<file path="src/rtl/data_mem_ctrl_if.sv">
// rtl/data_mem_ctrl_if.sv - pipeline and backing-memory signals of the data memory controller
interface data_mem_ctrl_if;
   logic        mem_read;
   logic        mem_write;
   logic [2:0]  func3;
   logic [31:0] address;
   logic [31:0] write_data;
   logic [31:0] read_data;
   logic        busy;
   logic        error;
   logic        dmem_req;
   logic        dmem_we;
   logic [31:0] dmem_addr;
   logic [31:0] dmem_wdata;
   logic [3:0]  dmem_wstrb;
   logic [31:0] dmem_rdata;
   logic        dmem_ack;

   modport slave (
      input  mem_read, mem_write, func3, address, write_data, dmem_rdata, dmem_ack,
      output read_data, busy, error, dmem_req, dmem_we, dmem_addr, dmem_wdata, dmem_wstrb
   );

   modport master (
      output mem_read, mem_write, func3, address, write_data, dmem_rdata, dmem_ack,
      input  read_data, busy, error, dmem_req, dmem_we, dmem_addr, dmem_wdata, dmem_wstrb
   );
endinterface

</file>
<file path="src/rtl/data_mem_ctrl.sv">
// rtl/data_mem_ctrl.sv - load/store controller between the MEM stage and a word-wide backing memory
module data_mem_ctrl #(
   parameter int unsigned TIMEOUT_CYCLES = 255
) (
   input  logic           clk,
   input  logic           rst,
   data_mem_ctrl_if.slave bus
);
   typedef enum logic [1:0] {S_IDLE, S_WAIT, S_DONE} state_t;

   // The counter holds k-1 during the k-th WAIT cycle, so the last permitted cycle is TIMEOUT_CYCLES-1.
   localparam logic [15:0] LAST_WAIT = 16'(TIMEOUT_CYCLES - 1);

   state_t      state_q, state_d;
   logic [15:0] cnt_q;
   logic [1:0]  lane_q;
   logic [2:0]  func3_q;
   logic        write_q;
   logic [31:0] read_data_q;
   logic        error_q;
   logic        dmem_req_q;
   logic        dmem_we_q;
   logic [31:0] dmem_addr_q;
   logic [31:0] dmem_wdata_q;
   logic [3:0]  dmem_wstrb_q;

   logic        is_write, req_any, legal, aligned, req_ok, req_bad;
   logic [31:0] st_wdata;
   logic [3:0]  st_wstrb;
   logic [7:0]  ld_byte;
   logic [15:0] ld_half;
   logic [31:0] ld_data;
   logic        busy, start, fin_ack, fin_to, bad;

   always_comb begin
      is_write = bus.mem_write;
      req_any  = bus.mem_read | bus.mem_write;
      case (bus.func3)
         3'b000, 3'b001, 3'b010: legal = 1'b1;
         3'b100, 3'b101:         legal = !is_write;
         default:                legal = 1'b0;
      endcase
      case (bus.func3[1:0])
         2'b01:   aligned = !bus.address[0];
         2'b10:   aligned = (bus.address[1:0] == 2'b00);
         default: aligned = 1'b1;
      endcase
      req_ok  = req_any & legal & aligned;
      req_bad = req_any & !(legal & aligned);
   end

   always_comb begin
      st_wdata = bus.write_data;
      st_wstrb = 4'b1111;
      case (bus.func3[1:0])
         2'b00: begin
            st_wdata = {4{bus.write_data[7:0]}};
            st_wstrb = 4'b0001 << bus.address[1:0];
         end
         2'b01: begin
            st_wdata = {2{bus.write_data[15:0]}};
            st_wstrb = 4'b0011 << {bus.address[1], 1'b0};
         end
         default: ;
      endcase
   end

   always_comb begin
      ld_byte = bus.dmem_rdata[{lane_q, 3'b000} +: 8];
      ld_half = bus.dmem_rdata[{lane_q[1], 4'b0000} +: 16];
      case (func3_q)
         3'b000:  ld_data = {{24{ld_byte[7]}}, ld_byte};
         3'b100:  ld_data = {24'b0, ld_byte};
         3'b001:  ld_data = {{16{ld_half[15]}}, ld_half};
         3'b101:  ld_data = {16'b0, ld_half};
         default: ld_data = bus.dmem_rdata;
      endcase
   end

   always_comb begin
      state_d = state_q;
      busy    = 1'b0;
      start   = 1'b0;
      fin_ack = 1'b0;
      fin_to  = 1'b0;
      bad     = 1'b0;
      case (state_q)
         S_IDLE: begin
            if (req_ok) begin
               busy    = 1'b1;
               start   = 1'b1;
               state_d = S_WAIT;
            end else begin
               bad = req_bad;
            end
         end
         S_WAIT: begin
            busy = 1'b1;
            // An acknowledge in the final permitted cycle still counts as success.
            if (bus.dmem_ack) begin
               fin_ack = 1'b1;
               state_d = S_DONE;
            end else if (cnt_q == LAST_WAIT) begin
               fin_to  = 1'b1;
               state_d = S_DONE;
            end
         end
         S_DONE:  state_d = S_IDLE;
         default: state_d = S_IDLE;
      endcase
   end

   always_ff @(posedge clk) begin
      if (rst) begin
         state_q      <= S_IDLE;
         cnt_q        <= '0;
         lane_q       <= '0;
         func3_q      <= '0;
         write_q      <= 1'b0;
         read_data_q  <= '0;
         error_q      <= 1'b0;
         dmem_req_q   <= 1'b0;
         dmem_we_q    <= 1'b0;
         dmem_addr_q  <= '0;
         dmem_wdata_q <= '0;
         dmem_wstrb_q <= '0;
      end else begin
         state_q <= state_d;
         error_q <= bad | fin_to;
         if (start) begin
            cnt_q        <= '0;
            lane_q       <= bus.address[1:0];
            func3_q      <= bus.func3;
            write_q      <= is_write;
            dmem_req_q   <= 1'b1;
            dmem_we_q    <= is_write;
            dmem_addr_q  <= {bus.address[31:2], 2'b00};
            dmem_wdata_q <= is_write ? st_wdata : 32'b0;
            dmem_wstrb_q <= is_write ? st_wstrb : 4'b0;
         end else if (state_q == S_WAIT) begin
            cnt_q <= cnt_q + 16'd1;
         end
         if (fin_ack || fin_to) begin
            dmem_req_q <= 1'b0;
         end
         if (fin_ack && !write_q) begin
            read_data_q <= ld_data;
         end else if (fin_to && !write_q) begin
            read_data_q <= '0;
         end
      end
   end

   assign bus.read_data  = read_data_q;
   assign bus.busy       = busy;
   assign bus.error      = error_q;
   assign bus.dmem_req   = dmem_req_q;
   assign bus.dmem_we    = dmem_we_q;
   assign bus.dmem_addr  = dmem_addr_q;
   assign bus.dmem_wdata = dmem_wdata_q;
   assign bus.dmem_wstrb = dmem_wstrb_q;
endmodule

</file>
<file path="src/flat_wrapper.sv">
// flat-port wrapper written by rule: the top's interface ports become plain ports
module data_mem_ctrl_flat 
#(
   parameter int unsigned TIMEOUT_CYCLES = 255
)
  (clk, rst, bus_mem_read, bus_mem_write, bus_func3, bus_address, bus_write_data, bus_dmem_rdata, bus_dmem_ack, bus_read_data, bus_busy, bus_error, bus_dmem_req, bus_dmem_we, bus_dmem_addr, bus_dmem_wdata, bus_dmem_wstrb);
  data_mem_ctrl_if bus_i ();
  input  logic clk;
  input  logic rst;
  input wire logic [$bits(bus_i.mem_read)-1:0] bus_mem_read;
  input wire logic [$bits(bus_i.mem_write)-1:0] bus_mem_write;
  input wire logic [$bits(bus_i.func3)-1:0] bus_func3;
  input wire logic [$bits(bus_i.address)-1:0] bus_address;
  input wire logic [$bits(bus_i.write_data)-1:0] bus_write_data;
  input wire logic [$bits(bus_i.dmem_rdata)-1:0] bus_dmem_rdata;
  input wire logic [$bits(bus_i.dmem_ack)-1:0] bus_dmem_ack;
  output wire logic [$bits(bus_i.read_data)-1:0] bus_read_data;
  output wire logic [$bits(bus_i.busy)-1:0] bus_busy;
  output wire logic [$bits(bus_i.error)-1:0] bus_error;
  output wire logic [$bits(bus_i.dmem_req)-1:0] bus_dmem_req;
  output wire logic [$bits(bus_i.dmem_we)-1:0] bus_dmem_we;
  output wire logic [$bits(bus_i.dmem_addr)-1:0] bus_dmem_addr;
  output wire logic [$bits(bus_i.dmem_wdata)-1:0] bus_dmem_wdata;
  output wire logic [$bits(bus_i.dmem_wstrb)-1:0] bus_dmem_wstrb;
  assign bus_i.mem_read = bus_mem_read;
  assign bus_i.mem_write = bus_mem_write;
  assign bus_i.func3 = bus_func3;
  assign bus_i.address = bus_address;
  assign bus_i.write_data = bus_write_data;
  assign bus_i.dmem_rdata = bus_dmem_rdata;
  assign bus_i.dmem_ack = bus_dmem_ack;
  assign bus_read_data = bus_i.read_data;
  assign bus_busy = bus_i.busy;
  assign bus_error = bus_i.error;
  assign bus_dmem_req = bus_i.dmem_req;
  assign bus_dmem_we = bus_i.dmem_we;
  assign bus_dmem_addr = bus_i.dmem_addr;
  assign bus_dmem_wdata = bus_i.dmem_wdata;
  assign bus_dmem_wstrb = bus_i.dmem_wstrb;
  data_mem_ctrl #(.TIMEOUT_CYCLES(TIMEOUT_CYCLES)) u_core (.clk(clk), .rst(rst), .bus(bus_i));
endmodule
</file>
<file path="config.mk">
export PLATFORM = sky130hd
export DESIGN_NAME = data_mem_ctrl_flat
export DESIGN_NICKNAME = d
export VERILOG_FILES = /design/src/rtl/data_mem_ctrl_if.sv /design/src/rtl/data_mem_ctrl.sv /design/src/flat_wrapper.sv
export SDC_FILE = /design/constraint.sdc
export NUM_CORES = 1
export LEC_CHECK = 0
export CORE_MARGIN = 10
export CORE_UTILIZATION = 44
export CTS_CLUSTER_SIZE = 16
export DETAILED_ROUTE_END_ITERATION = 10
export PLACE_DENSITY = 0.76
export SKIP_LAST_GASP = 1
export SYNTH_ARGS = -nofsm -noshare
export SYNTH_HDL_FRONTEND = slang
export SYNTH_SLANG_ARGS = --single-unit
</file>
<file path="constraint.sdc">
create_clock -name clk -period 2.9 [get_ports clk]
set_clock_uncertainty 0.05 [all_clocks]
set_input_delay 0.58 -clock clk [delete_from_list [all_inputs] [get_ports clk]]
set_output_delay 0.58 -clock clk [all_outputs]
set_load 0.05 [all_outputs]
</file>
==> Word-level counts from Yosys, hierarchy flattened <==
Cells that the tools add are included.
{ "op_classes": {"n_addsub": 1, "n_mul": 0, "div": 0, "n_lt_le_gt_ge": 0, "n_eq_ne": 13, "n_shift": 4, "mux": 23, "bitwise_logic": 6, "n_reduce_logical": 18} }
{ "ops": {"columns": ["cell", "n"], "rows": [
  ["one-hot mux 32 bit (4 select lines)", 1],
  ["2-to-1 mux 32 bit", 3],
  ["one-hot mux 32 bit (2 select lines)", 1],
  ["variable part select 32 x 6 -> 16 bit", 1],
  ["variable part select 32 x 6 -> 8 bit", 1],
  ["adder 16 x 1 -> 16 bit, second input constant", 1],
  ["== test 16 x 8 -> 1 bit, second input constant", 1],
  ["== test 3 bit, second input constant", 4],
  ["2-to-1 mux 1 bit", 9],
  ["one-hot mux 4 bit (2 select lines)", 1],
  ["== test 3 x 1 -> 1 bit, second input constant", 2],
  ["logical NOT 2 bit", 3],
  ["logical NOT 3 bit", 2],
  ["2-to-1 mux 2 bit", 3],
  ["one-hot mux 1 bit (2 select lines)", 3],
  ["OR reduction 2 bit", 3],
  ["AND 1 bit", 4],
  ["== test 2 x 1 -> 1 bit, second input constant", 2],
  ["logical NOT 1 bit", 4],
  ["2-to-1 mux 4 bit", 1],
  ["one-hot mux 2 bit (2 select lines)", 1],
  ["<< shifter 1 x 2 -> 4 bit, first input constant", 1],
  ["<< shifter 2 x 2 -> 4 bit, first input constant", 1],
  ["== test 3 x 2 -> 1 bit, second input constant", 1],
  ["other kinds (9)", 11]
]} }
{ "word_totals": {"register_bits": 124, "latch_bits": 0, "mem_bits_rw": 0, "mem_bits_ro": 0, "in_bits": 104, "output_inout_bits": 104, "n_memories": 0} }

==> Logic depth before layout (Yosys ltp) <==
{ "logic_depth": {"ltp_word": 9, "depth_mapped": 10} }

==> Worst setup path after synthesis <==
OpenSTA, ideal clock, no wires.
{ "synth_path": {"path_kind": "in2out", "startpoint": "in bus_func3[1]", "endpoint": "out bus_busy", "arrival_ps": 2682, "required_time_ps": 2270, "path_slack_ps": -412, "path_stages": 7, "path_buffers": 1, "path_cell_list": "inv_1 ha_1 clkbuf_1 o21bai_1 a2bb2oi_1 o21ai_0 o21ai_0"} }
{ "synth_via": {"elab_chain_cells": 7, "elab_cells_between_ends": 15, "classes_between": "eq/ne (6); mux (4); bitwise (2); reduce/logical (3)"} }
{ "synth_rtl": {"columns": ["item", "line_no", "rtl"], "rows": [
  ["from (decl)", "flat_wrapper.sv:12", "input wire logic [$bits(bus_i.func3)-1:0] bus_func3;"],
  ["== test 3 x 1 -> 1 bit, or another cell as far along", "data_mem_ctrl.sv:38", "case (bus.func3)"],
  ["OR reduction 3 bit / OR reduction 2 bit (equally long branches)", "data_mem_ctrl.sv:38", null],
  ["one-hot mux 1 bit (2 select lines)", "data_mem_ctrl.sv:38", null],
  ["AND 1 bit", "data_mem_ctrl.sv:48", "req_ok = req_any & legal & aligned;"],
  ["AND 1 bit *", "data_mem_ctrl.sv:48", null],
  ["2-to-1 mux 1 bit *", "data_mem_ctrl.sv:89", "if (req_ok) begin"],
  ["one-hot mux 1 bit (2 select lines) *", "data_mem_ctrl.sv:87", "case (state_q)"],
  ["to (decl)", "flat_wrapper.sv:18", "output wire logic [$bits(bus_i.busy)-1:0] bus_busy;"]
]} }
Mark *: on every way between the ends. The rest lies on a longest branch, timed or not.

==> Worst setup path in the final report <==
{ "layout_path": {"startpoint": "in bus_func3[0]", "endpoint": "out bus_busy"} }
Same word-level chain as after synthesis.

==> flow_metrics.py <==
metrics = {
    "outcome": {
        "status": "completed",
    },
    "placement": {
        "placed_cells": 997,
        "placed_cell_area_mm2": 0.00778,
        "numPortBuffers": 205,
        "place_hpwl_um": 14200,
        "gp_congestion": 0.891,
    },
    "detailed_routing": {
        "dr.pass1.iters": 5,
        "vias_per_cell": 5.47,
        "ant_nets": 0,
        "vias": 5638,
        "drc": 0,
        "drt_iter0_markers": 489,
        "wl_per_cell_um": 18.1,
        "wl_um": 18600,
    },
    "cts": {
        "cts_tree": "built",
        "cts_buffers": 17,
        "clk_path_buf_depth": 2,
        "cts_root_buf": "clkbuf_16",
        "htreeDepth": 4,
        "path_clk_slew_ns": 0.05,
        "worstSkewPairLatency_ns": 0.42,
        "cts.sinks": 124,
    },
    "yosys": {
        "netlist_area_mm2": 0.00551,
        "synthTopCellsByArea": "dfxtp_1, nand2_1, a21oi_1",
        "synth_cells": 648,
        "yosysWarnings": 0,
        "ys_types": 55,
        "yosys_most_used_dff": "dfxtp_1",
        "syn_area_per_cell_um2": 8.50,
        "ys_seq_elements": 124,
        "yosysTopAreaCell": "dfxtp_1",
        "ys_seq_area_share_pct": 45.1,
        "synth_top_area_share_pct": 45.1,
        "synth-async-reset-ratio_pct": 0,
        "synth_edf_count": 0,
    },
    "timing": {
        "maxClockFrequency_mhz": 353,
        "setup_viol": 0,
        "rsz0062_at_grt": "no",
        "relSlewSlack_pct": 36.2,
        "setup_tns_ns": 0,
        "hold_viol": 0,
        "tightest_slew_ns": 0.954,
        "timing.hold.ws_ns": 0.398,
        "slew_violations": 0,
        "min_period_over_period_pct": 97.7,
        "fin_crit_ns": 2.83,
    },
    "global_routing": {
        "antenna_found_initial": 0,
        "grt_usage_pct": 20.5,
        "grt_overflow": 0,
        "grt_pass1_vias": 5576,
        "grt_start_max_net_pins": 41,
        "grt_pass1_wl_um": 29300,
    },
    "pwr": {
        "powerDensity_mw_per_mm2": 583,
        "p_leak_nw": 3.04,
        "ir_drop_mv": 0.390,
    },
    "worst_setup_path": {
        "r2r_setup_slack_ns": 0.58,
        "cp_data_arrival_time_ns": 2.20,
        "critPathKind": "input port to output port",
        "crit_path_start_kind": "input port",
        "cp_max_fo": 4,
        "cp-end-kind": "output port",
        "crit_required_ns": 2.27,
    },
    "die": {
        "initial_core_util_pct": 45.5,
        "row_count": 40,
        "dieArea_mm2": 0.0174,
        "die_h_um": 132,
        "ios": 208,
        "fp.coreArea_mm2": 0.0121,
        "die_w_um": 132,
    },
    "cells_and_area": {
        "layout_commonest_cell": "clkdlybuf4s50_1",
        "areaGrowthSynthToFinish_pct": 52.9,
        "antenna_cells": 0,
        "final_area_mm2": 0.00842,
        "nNetsFinal": 958,
        "final_layout_size_suffix_gt1_share_pct": 9.05,
        "final_cell_mix": "clkdlybuf4s50_1, dfxtp_1, nand2_1",
        "instances_no_fill": 1030,
    },
    "job": {
        "maxCapViolations": 0,
    },
    "hold_path": {
        "hold_class": "flop to flop",
    },
}
==> layout make-up <==
type                            count  area, um^2
Fill cell                        1023        3690
Multi-Input combinational cell    464        2790
Sequential cell                   124        2480
Timing Repair Buffer              233        2290
Clock buffer                       21         450
Tap cell                          168         210
Clock inverter                     11         166
Inverter                            9        33.8
==> metrics by stage <==
step | utilization, % | total power [mW] | worst slack (ns)
6_report | 69.5 | 4.91 | 0.0666
5_1_grt | 69.5 | 5.10 | 0.00788
4_1_cts | 69.4 | 4.94 | 0.0431
3_5_place_dp | 64.3 | 2.72 | -0.140
3_3_place_gp | 64.3 | 2.71 | -0.0165
2_1_floorplan | - | 2.34 | 0.188
==> report_power, final <==
group	leakage [nW]	switching [mW]	total, mW	internal (mW)
Combinational	1.74	0.513	0.884	0.371
Clock	0.293	0.759	2.22	1.46
Sequential	1.00	0.0434	1.81	1.77
==> worst paths after layout <==
check / startpoint / cells after the start / end
worst max register to register: u_core.state_q[0] / 5 / u_core.bus.read_data[25]
worst min-delay path: u_core.bus.dmem_wdata[16] / 2 / u_core.bus.dmem_wdata[16]
worst max-delay path: bus_func3[0] / 8 / bus_busy
worst min register to register: u_core.bus.dmem_wdata[16] / 2 / u_core.bus.dmem_wdata[16]
==> logic make-up (layout without fill, tap and decap cells) <==
logic type	count (synthesis)	after routing	share of synthesized area, %
DFF	124	124	45.1
xor gates and xnor gates	14	14	2.23
muxes	8	8	1.82
adders and majority gates	5	5	1.14
AOI/OAI and AO/OA	187	187	23.3
other	1	2	0.0681
buffers and inverters	61	274	4.77
and+or+nand+nor	248	248	21.6
==> flip-flops by register name, summed over array words and instances, names as in the netlist, 2 cells and up <==
| signal | flops |
|---|---|
| u_core.state_q | 2 |
| u_core.lane_q | 2 |
| u_core.func3_q | 3 |
| u_core.cnt_q | 16 |
| u_core.bus.read_data | 32 |
| u_core.bus.dmem_wdata | 32 |
| u_core.bus.dmem_addr | 30 |
| u_core.bus.dmem_wstrb | 4 |
==> per-layer routing <==
layer | track usage [%] | share of wire, % | vias to the layer above
li1 | - | - | 2715
met3 | 7.43 | 7.3 | 27
met5 | 0 | 0 | -
met2 | 35.3 | 50 | 217
met1 | 22.4 | 40 | 2679
met4 | 8.10 | 2.6 | 0
==> repair_timing <==
| action | CTS | global route |
|---|---|---|
| endpoints found under the setup margin | 1 | 1 |
| pin swaps | 0 | 1 |
| buffers inserted | 0 | 1 |
| hold buffers | 0 | 0 |
| gates resized for setup | 3 | 2 |
==> Yosys cell counts (all sizes together), types with 3 or more instances <==
library cell,number
nand4,3
o31ai,23
nand2b,9
a221oi,16
xnor2,3
and3,7
nor3,6
o21ai,16
xor2,11
clkbuf,36
o22ai,15
a2111oi,6
a21oi,62
nand2,94
a211oi,6
buf,16
mux2,6
nand3,20
inv,9
a2bb2oi,7
nor2b,8
a22oi,3
dfxtp,124
a21o,6
nor2,66
o211ai,3
nand3b,25
ha,5
a22o,15
==> critical path: stages <==
cell and delay, ns:
clkdlybuf4s50_1 0.52, inv_1 0.08, ha_1 0.24, or2_1 0.27
a2bb2oi_2 0.16, o21ai_2 0.09, o21ai_2 0.10, buf_12 0.17
No activity file was read; power rests on OpenSTA's default activity.
